## config.mk

```make
export PLATFORM = sky130hd
export DESIGN_NAME = alu
export DESIGN_NICKNAME = d
export VERILOG_FILES = /design/src/rtl/alu.sv
export SDC_FILE = /design/constraint.sdc
export NUM_CORES = 1
export LEC_CHECK = 0
export ABC_AREA = 1
export CORE_MARGIN = 1
export CORE_UTILIZATION = 40
export CTS_CLUSTER_DIAMETER = 60
export DETAILED_ROUTE_END_ITERATION = 12
export PLACE_DENSITY_LB_ADDON = 0.08
export SLEW_MARGIN = 25
export SYNTH_ARGS = -nofsm -noshare
export SYNTH_HDL_FRONTEND = slang
export SYNTH_SLANG_ARGS = --single-unit
```

## constraint.sdc

```tcl
create_clock -name clk -period 0.8 [get_ports clk]
set_input_delay 0.08 -clock clk [delete_from_list [all_inputs] [get_ports clk]]
set_output_delay 0.08 -clock clk [all_outputs]
set_load 0.02 [all_outputs]
```

## src/rtl/alu.sv

```systemverilog
// Registered signed ALU (ADD/SUB/AND/OR) with carry, overflow, zero and negative flags; 1-cycle latency.
// Optional clamping of overflowing ADD/SUB results is enabled by defining ALU_SAT_EN.
module alu #(
  parameter int WIDTH = 4
) (
  input  logic             clk,
  input  logic             rst,
  input  logic [WIDTH-1:0] A,
  input  logic [WIDTH-1:0] B,
  input  logic [1:0]       ctrl,
  output logic [WIDTH-1:0] Z,
  output logic             carry,
  output logic             ovf,
  output logic             zero,
  output logic             neg
);

  localparam int MSB = WIDTH - 1;

  typedef enum logic [1:0] {
    OP_ADD = 2'b00,
    OP_SUB = 2'b01,
    OP_AND = 2'b10,
    OP_OR  = 2'b11
  } op_t;

  localparam logic [WIDTH-1:0] MAX_POS = {1'b0, {MSB{1'b1}}};
  localparam logic [WIDTH-1:0] MIN_NEG = {1'b1, {MSB{1'b0}}};

  logic [WIDTH:0]   sum_ext;
  logic [WIDTH:0]   diff_ext;
  logic [WIDTH-1:0] z_next;
  logic             carry_next;
  logic             ovf_next;

  // Zero-extended arithmetic: bit WIDTH is the carry for ADD and the borrow for SUB.
  assign sum_ext  = {1'b0, A} + {1'b0, B};
  assign diff_ext = {1'b0, A} - {1'b0, B};

  always_comb begin
    z_next     = '0;
    carry_next = 1'b0;
    ovf_next   = 1'b0;
    case (op_t'(ctrl))
      OP_ADD: begin
        z_next     = sum_ext[MSB:0];
        carry_next = sum_ext[WIDTH];
        ovf_next   = (A[MSB] == B[MSB]) && (sum_ext[MSB] != A[MSB]);
      end
      OP_SUB: begin
        z_next     = diff_ext[MSB:0];
        carry_next = diff_ext[WIDTH];
        ovf_next   = (A[MSB] != B[MSB]) && (diff_ext[MSB] != A[MSB]);
      end
      OP_AND: z_next = A & B;
      OP_OR:  z_next = A | B;
    endcase
`ifdef ALU_SAT_EN
    // On overflow the true result always has the sign of A, for both ADD and SUB.
    if (ovf_next) begin
      z_next = A[MSB] ? MIN_NEG : MAX_POS;
    end
`endif
  end

  always_ff @(posedge clk or posedge rst) begin
    if (rst) begin
      Z     <= '0;
      carry <= 1'b0;
      ovf   <= 1'b0;
      zero  <= 1'b0;
      neg   <= 1'b0;
    end else begin
      Z     <= z_next;
      carry <= carry_next;
      ovf   <= ovf_next;
      zero  <= (z_next == '0);
      neg   <= z_next[MSB];
    end
  end

endmodule

```

After elaboration in Yosys (flattened, before gate mapping)
Cells that the tools add are included.
Widths: inputs -> output; s select.
{ "totals": {"ff_bits": 8, "out_inout_bits": 8} }
{ "classes": {"n_addsub": 2, "eq_ne": 7, "mux": 3, "bitwise": 2, "n_reduce_logical": 4} }
{ "ops": {"columns": ["cell", "n"], "rows": [
  ["$pmux 4 s4", 1],
  ["$add 4x4->5", 1],
  ["$sub 4x4->5", 1],
  ["$and 4x4->4", 1],
  ["$eq 2x2->1 const B", 2],
  ["$logic_not 4->1", 1],
  ["$or 4x4->4", 1],
  ["$pmux 1 s2", 2],
  ["$ne 1x1->1", 3],
  ["$eq 2x1->1 const B", 1],
  ["$logic_and 1x1->1", 2],
  ["$logic_not 2->1", 1],
  ["$eq 1x1->1", 1]
]} }

Logic depth before layout (Yosys ltp)
Gate-level depths: netlist of run 1.
{ "depth": {"word_depth": 4, "ltp_mapped": 11} }

Worst setup path before layout of run 1
OpenSTA, ideal clock, no wires.
{ "synth_timing": {"kind": "input to register", "start": "in A[0]", "end": "reg zero", "arrival_time_ns": 1.283, "setup_slack_ns": -0.546, "stages": 8, "path_cell_list": "ha_1 > fa_1 > or2_2 > nand3_1 > nand3_2 > nor2_1 > nand2_1 > inv_1"} }
{ "synth_between": {"elab_chain_len": 3} }
{ "synth_lines": {"columns": ["item", "line", "source"], "rows": [
  ["start: declaration", "8", "input logic [WIDTH-1:0] A,"],
  ["$sub 4x4->5 or $add 4x4->5 (tied branches)", "38, 37", null],
  ["$pmux 4 s4 (*)", "44", "case (op_t'(ctrl))"],
  ["named net z_next[2]", "32", "logic [WIDTH-1:0] z_next;"],
  ["$logic_not 4->1 (*)", "77", "zero <= (z_next == '0);"],
  ["end signal: assignment", "77", null],
  ["end: declaration", "14", "output logic zero,"]
]} }
The timed path passes the listed nets; every way through them passes the cells marked *.

Worst setup path in the final report of run 1
{ "layout_timing": {"start": "in A[0]", "end": "reg Z[2]"} }
{ "layout_between": {"elab_chain_len": 2} }
{ "layout_lines": {"columns": ["item", "line", "source"], "rows": [
  ["$sub 4x4->5 or $add 4x4->5 (tied branches)", "38, 37", null],
  ["$pmux 4 s4 (*)", "44", null],
  ["named net z_next[2]", "32", null],
  ["end signal: assignment", "74", "Z <= z_next;"],
  ["end: declaration", "11", "output logic [WIDTH-1:0] Z,"]
]} }
Marked as above.

==> results.txt, run 1 <==
GPL Wtd Cong: 0.820
total CTS buffers: 3
final slew viol count: 0
pin count of the biggest net entering global routing: 10
min-delay worst type: input pin to async pin
commonest cells after routing, fill and taps aside: buf_4, buf_6, nand2_1
most common cell after layout, fill and taps aside: buf_4
Gate power share: 53.7%
Mapped Area: 766 sq um
Clock Tree Root: clkbuf_4
Peak Freq: 886 MHz
crit path kind: input pin to flip-flop
area delta synth->final: 83.7%
Worst-path clk slew: 0.05 ns
Die Ht: 45.8 microns
Peak VDD IR: 0.622 mV
CTS Buffer Depth: 2
diodes inserted: 0
GRT overflow: 0
DR iter-0 viols: 13
Initial Utilization: 43.4%
Sw Share: 36.9%
sequential share of power: 26.3%
NetSw: 0.585 mW
Storage cell area: 175 sq um
Max Cap Violations: 0
number of placed I/O pins: 20
cell area after layout: 0.00141 sq mm
area taken by multi-input logic gates: 677 sq um
Final setup violation count: 14
sequential area share after synthesis: 22.9%
# placed instances: 165
WL final: 2120 microns
Die X: 45.8 microns
#FFs+latches synth: 7
number of antenna violations at the first check in global routing: 0
CP Launch Type: input pin
hold buffer count at CTS: 0
final hold vios: 0
Max-Slew Margin vs Limit: 80.8%
fillers: 124
Leak Pwr: 0.699 nW
Via density: 4.82
Clk network pwr share: 20.0%
CTS sink count: 7
share of post-route cells with drive strength above 1: 60.3%
Yosys Warn Count: 0
Crit. End Element: flip-flop
Antenna Violating Nets Remaining: 0
Mean Syn Cell Area: 7.16 sq um
Placeable Area: 0.00176 sq mm
Cell Int Power: 1.00 mW
CP max FO: 3
IO buf count: 19
dpl cell area: 0.00119 sq mm
failing checks: setup timing
Pre-antenna DRT Iters: 4
Crit path arrival time: 1.27 ns
Final Cycle Share: 141%
fin cells: 171
outcome: finished, violations left
pre-CTS WS: -1.04 ns
depth of the CTS H-tree: 1
DR WL/cell: 12.4 microns
Worst-Margin Slew: 0.287 ns
Tot Pwr: 1.59 mW
Cell Pwr Density: 1130 mW/mm^2
Die ar.: 0.00209 sq mm
number of global-route vias before repair: 736
Mapped Cells: 107
synth unique cells: 20
RSZ-0062 raised after global routing: yes
Syn Nets: 133
Detail Placement HPWL: 1400 microns
NumNets Final: 173
CTS tree: done
drt drc: 0
GRT Total Usage: 20.3%
post-route setup slack: -0.329 ns
Rows: 15
first-pass GRT wire length: 3030 microns
detailed-route via count: 824
minimum clock period: 1.13 ns
Req. time, crit path: 0.94 ns
[per-stage QoR]
| stage | TNS [ns] | hold WS [ns] | utilization, % |
|---|---|---|---|
| finish | -1.60 | 0.0552 | 79.7 |
| floorplan | -1.30 | -0.117 | - |
| global route | -2.00 | 0.0636 | 79.7 |
| CTS | -2.59 | 0.0552 | 73.7 |
| detailed placement | -7.91 | 0.315 | 67.3 |
| global placement | -7.72 | 0.317 | 67.3 |
[critical path, stage by stage]
cell      delay [ns]
buf_12          0.11
inv_12          0.04
ha_4            0.12
inv_2           0.03
fa_2            0.37
inv_1           0.07
nand2_1         0.06
nand3b_1        0.12
nand3_2         0.11
buf_4           0.14
[power by group through the flow]
stage	clock network (mW)	logic (mW)	registers [mW]
final	0.317	0.852	0.418
after floorplan	0	0.317	0.465
after detailed placement	0	0.670	0.413
after CTS	0.320	0.727	0.415
after global routing	0.344	0.914	0.421
after global placement	0	0.658	0.410
[cells in the mapped netlist, drive strengths merged]
library cell	count	area share, %
nor2	10	5.6
buf	2	2.5
dfrtp	7	23
nand3b	2	2.0
o21ai	4	2.6
clkinv	1	0.49
a21oi	5	4.7
fa	2	5.2
or2	1	0.82
o31ai	1	0.98
inv	24	12
nand2	22	11
ha	12	20
nand3	14	9.8
[routing by layer]
metal	track usage [%]	wire length, microns	up-vias
met5	0	0	-
met4	8.82	0	0
met3	1.19	82	0
met2	36.3	1210	31
met1	24.8	832	388
li1	-	-	405
[sequential cells by signal, summed over array words and instances, names as in the netlist]
| register | flops |
|---|---|
| Z | 4 |
| carry | 1 |
| ovf | 1 |
| zero | 1 |
[logic make-up after synthesis]
family | share of synthesized area, %
adders and majority gates | 24.8
DFF | 22.9
buffers and inverters | 14.7
and+or+nand+nor | 29.2
AOI/OAI and AO/OA | 8.33
[layout make-up]
type | instances | area share (%)
multi-input combinational | 73 | 48.1
timing repair buffer | 37 | 26.2
sequential | 7 | 12.5
inverter | 25 | 9.16
tap | 25 | 2.22
clock buffer | 4 | 1.87
[worst paths after layout]
kind	from	end	slack, ns	depth (start not counted)
worst min-delay path	rst	carry	0.06	2
max in group asynchronous	rst	Z[2]	0.53	2
min in group clk	A[3]	ovf	0.25	4
worst max-delay path	A[0]	Z[2]	-0.33	10
[what timing repair did]
action,CTS,global route
resized for setup,85,50
hold endpoints to repair,0,0
pin swaps,16,24
setup endpoints to repair,15,15
buffers inserted,3,4
No activity file was read; power rests on OpenSTA's default activity.
==> inputs of run 2 (changes only) <==
- REMOVE_ABC_BUFFERS: default -> 1
==> run 2 against run 1 <==
The run still ends with setup timing left; flip-flop and latch count did not move; power fell by 0.66%; final area barely moved; worst hold slack got worse by 0.0071 ns; largest cell class unchanged; core utilization fell by 0.071 points; global-route usage rose by 2.1 points; first-iteration DRC count rose by 7.7%; clock power barely moved; largest power group unchanged; sequential share of layout area barely moved.
==> results.txt, run 2 (same netlist as run 1, synthesis figures left out) <==
outcome: finished, violations left
failing checks: setup timing
Detail Placement HPWL: 1450 microns (+3.4%)
slowest cell delay on critical path: 0.52 ns (+0.15 ns)
GPL Wtd Cong: 0.837 (+2.1%)
fin cells: 174 (+1.8%)
Via density: 4.95 (+2.7%)
Crit. End Element: flip-flop
Worst-path clk slew: 0.05 ns (about the same)
area delta synth->final: 83.5% (about the same)
Die X: 45.8 microns (unchanged)
min-delay worst type: input pin to async pin
Worst Hold Slack: 0.0481 ns (-0.00707 ns)
Crit path arrival time: 1.28 ns (about the same)
DR iter-0 viols: 14 (+1)
Placeable Area: 0.00176 sq mm (unchanged)
first-pass GRT wire length: 3300 microns (+8.9%)
WL final: 2170 microns (+2.1%)
fillers: 113 (-8.9%)
detailed-route via count: 861 (+4.5%)
number of placed I/O pins: 20 (unchanged)
Req. time, crit path: 0.95 ns (about the same)
Pre-antenna DRT Iters: 4 (unchanged)
hold buffer count at CTS: 0 (unchanged)
GRT Total Usage: 22.4% (+2.1 points)
Leak Pwr: 0.689 nW (-1.4%)
area taken by multi-input logic gates: 669 sq um (-1.1%)
Peak VDD IR: 0.576 mV (-7.4%)
Clock Tree Root: clkbuf_4
depth of the CTS H-tree: 1 (unchanged)
share of post-route cells with drive strength above 1: 63.1% (+2.8 points)
final hold vios: 0 (unchanged)
Storage cell area: 175 sq um (unchanged)
final slew viol count: 0 (unchanged)
total CTS buffers: 3 (unchanged)
drt drc: 0 (unchanged)
Rows: 15 (unchanged)
slowest CP cell: fa_2
NumNets Final: 176 (+1.7%)
largest reg by FF count: Z
CTS Buffer Depth: 2 (unchanged)
CP max FO: 2 (-1)
CP Launch Type: input pin
RSZ-0062 raised after global routing: yes
diodes inserted: 0 (unchanged)
Die ar.: 0.00209 sq mm (unchanged)
crit path kind: input pin to flip-flop
most common cell after layout, fill and taps aside: buf_4
DR WL/cell: 12.4 microns (+0.31%)
Initial Utilization: 43.4% (unchanged)
commonest cells after routing, fill and taps aside: buf_4, buf_6, nand2_1
post-route setup slack: -0.328 ns (+0.0000790 ns)
CTS sink count: 7 (unchanged)
Worst-Margin Slew: 0.288 ns (+0.000819 ns)
pin count of the biggest net entering global routing: 8 (-2)
minimum clock period: 1.13 ns (-0.0000790 ns)
Cell Pwr Density: 1120 mW/mm^2 (-0.57%)
Final setup violation count: 14 (unchanged)
GRT overflow: 0 (unchanged)
Max-Slew Margin vs Limit: 80.6% (-0.22 points)
Final Cycle Share: 141% (about the same)
max reg flops: 4 (unchanged)
number of antenna violations at the first check in global routing: 0 (unchanged)
Die Ht: 45.8 microns (unchanged)
Peak Freq: 886 MHz (about the same)
Antenna Violating Nets Remaining: 0 (unchanged)
number of global-route vias before repair: 779 (+5.8%)
Setup TNS: -1.52 ns (+0.0783 ns)
# placed instances: 163 (-1.2%)
CTS tree: done
Max Cap Violations: 0 (unchanged)
IO buf count: 19 (unchanged)
critical path, cell by cell: buf_8, clkinv_4, ha_4, inv_2, fa_2, inv_2, nor2_2, nor2_2, nand3_1, nor2_1, nand2_1, inv_1
## run 2: area by class of cell
cell class                      count  share of cell area (%)
Clock buffer                        4                    1.87
Inverter                           25                    8.10
Multi-Input combinational cell     73                    47.6
Tap cell                           25                    2.23
Sequential cell                     7                    12.5
Timing Repair Buffer               40                    27.7
## run 2: worst paths after layout
| check | startpoint | end | slack [ns] | cells after the start |
|---|---|---|---|---|
| min in group clk | ctrl[0] | Z[1] | 0.31 | 4 |
| max in group asynchronous | rst | Z[3] | 0.55 | 2 |
| hold / removal | rst | zero | 0.05 | 2 |
| setup / recovery | A[0] | zero | -0.33 | 12 |
## run 2: power by group
group          switching (mW)  internal, mW  total, mW
Combinational           0.427         0.415      0.842
Clock                   0.128         0.190      0.318
Sequential             0.0220         0.395      0.417
## run 2: routing by layer
metal	global-route usage [%]	part of all wire, %	vias to the layer above
met5	0	0	-
met4	11.8	1.6	0
met3	4.37	5.3	4
met2	39.4	54	32
met1	25.3	39	409
li1	-	-	416
## run 2: worst max-delay path, delay by kind of cell
| family | cells | cell delay [ns] |
|---|---|---|
| buf+inv | 5 | 0.23 |
| fa+ha+maj | 2 | 0.64 |
| simple gates | 5 | 0.30 |
## run 2: per-stage QoR
step / power (mW) / worst slack, ns / utilization [%] / area [sq um]
2_1_floorplan: 0.715 / -0.546 / - / 747
3_3_place_gp: 0.996 / -1.10 / 60.9 / 1070
3_5_place_dp: 1.01 / -1.12 / 60.9 / 1070
4_1_cts: 1.48 / -0.324 / 74.3 / 1310
5_1_grt: 1.69 / -0.377 / 79.6 / 1410
6_report: 1.58 / -0.328 / 79.6 / 1410
## run 2: repair_timing
item,in CTS,in global routing
pin swaps,26,15
setup buffers,6,5
gates resized for setup,139,25
cloned,0,0
endpoints found under the setup margin,15,15
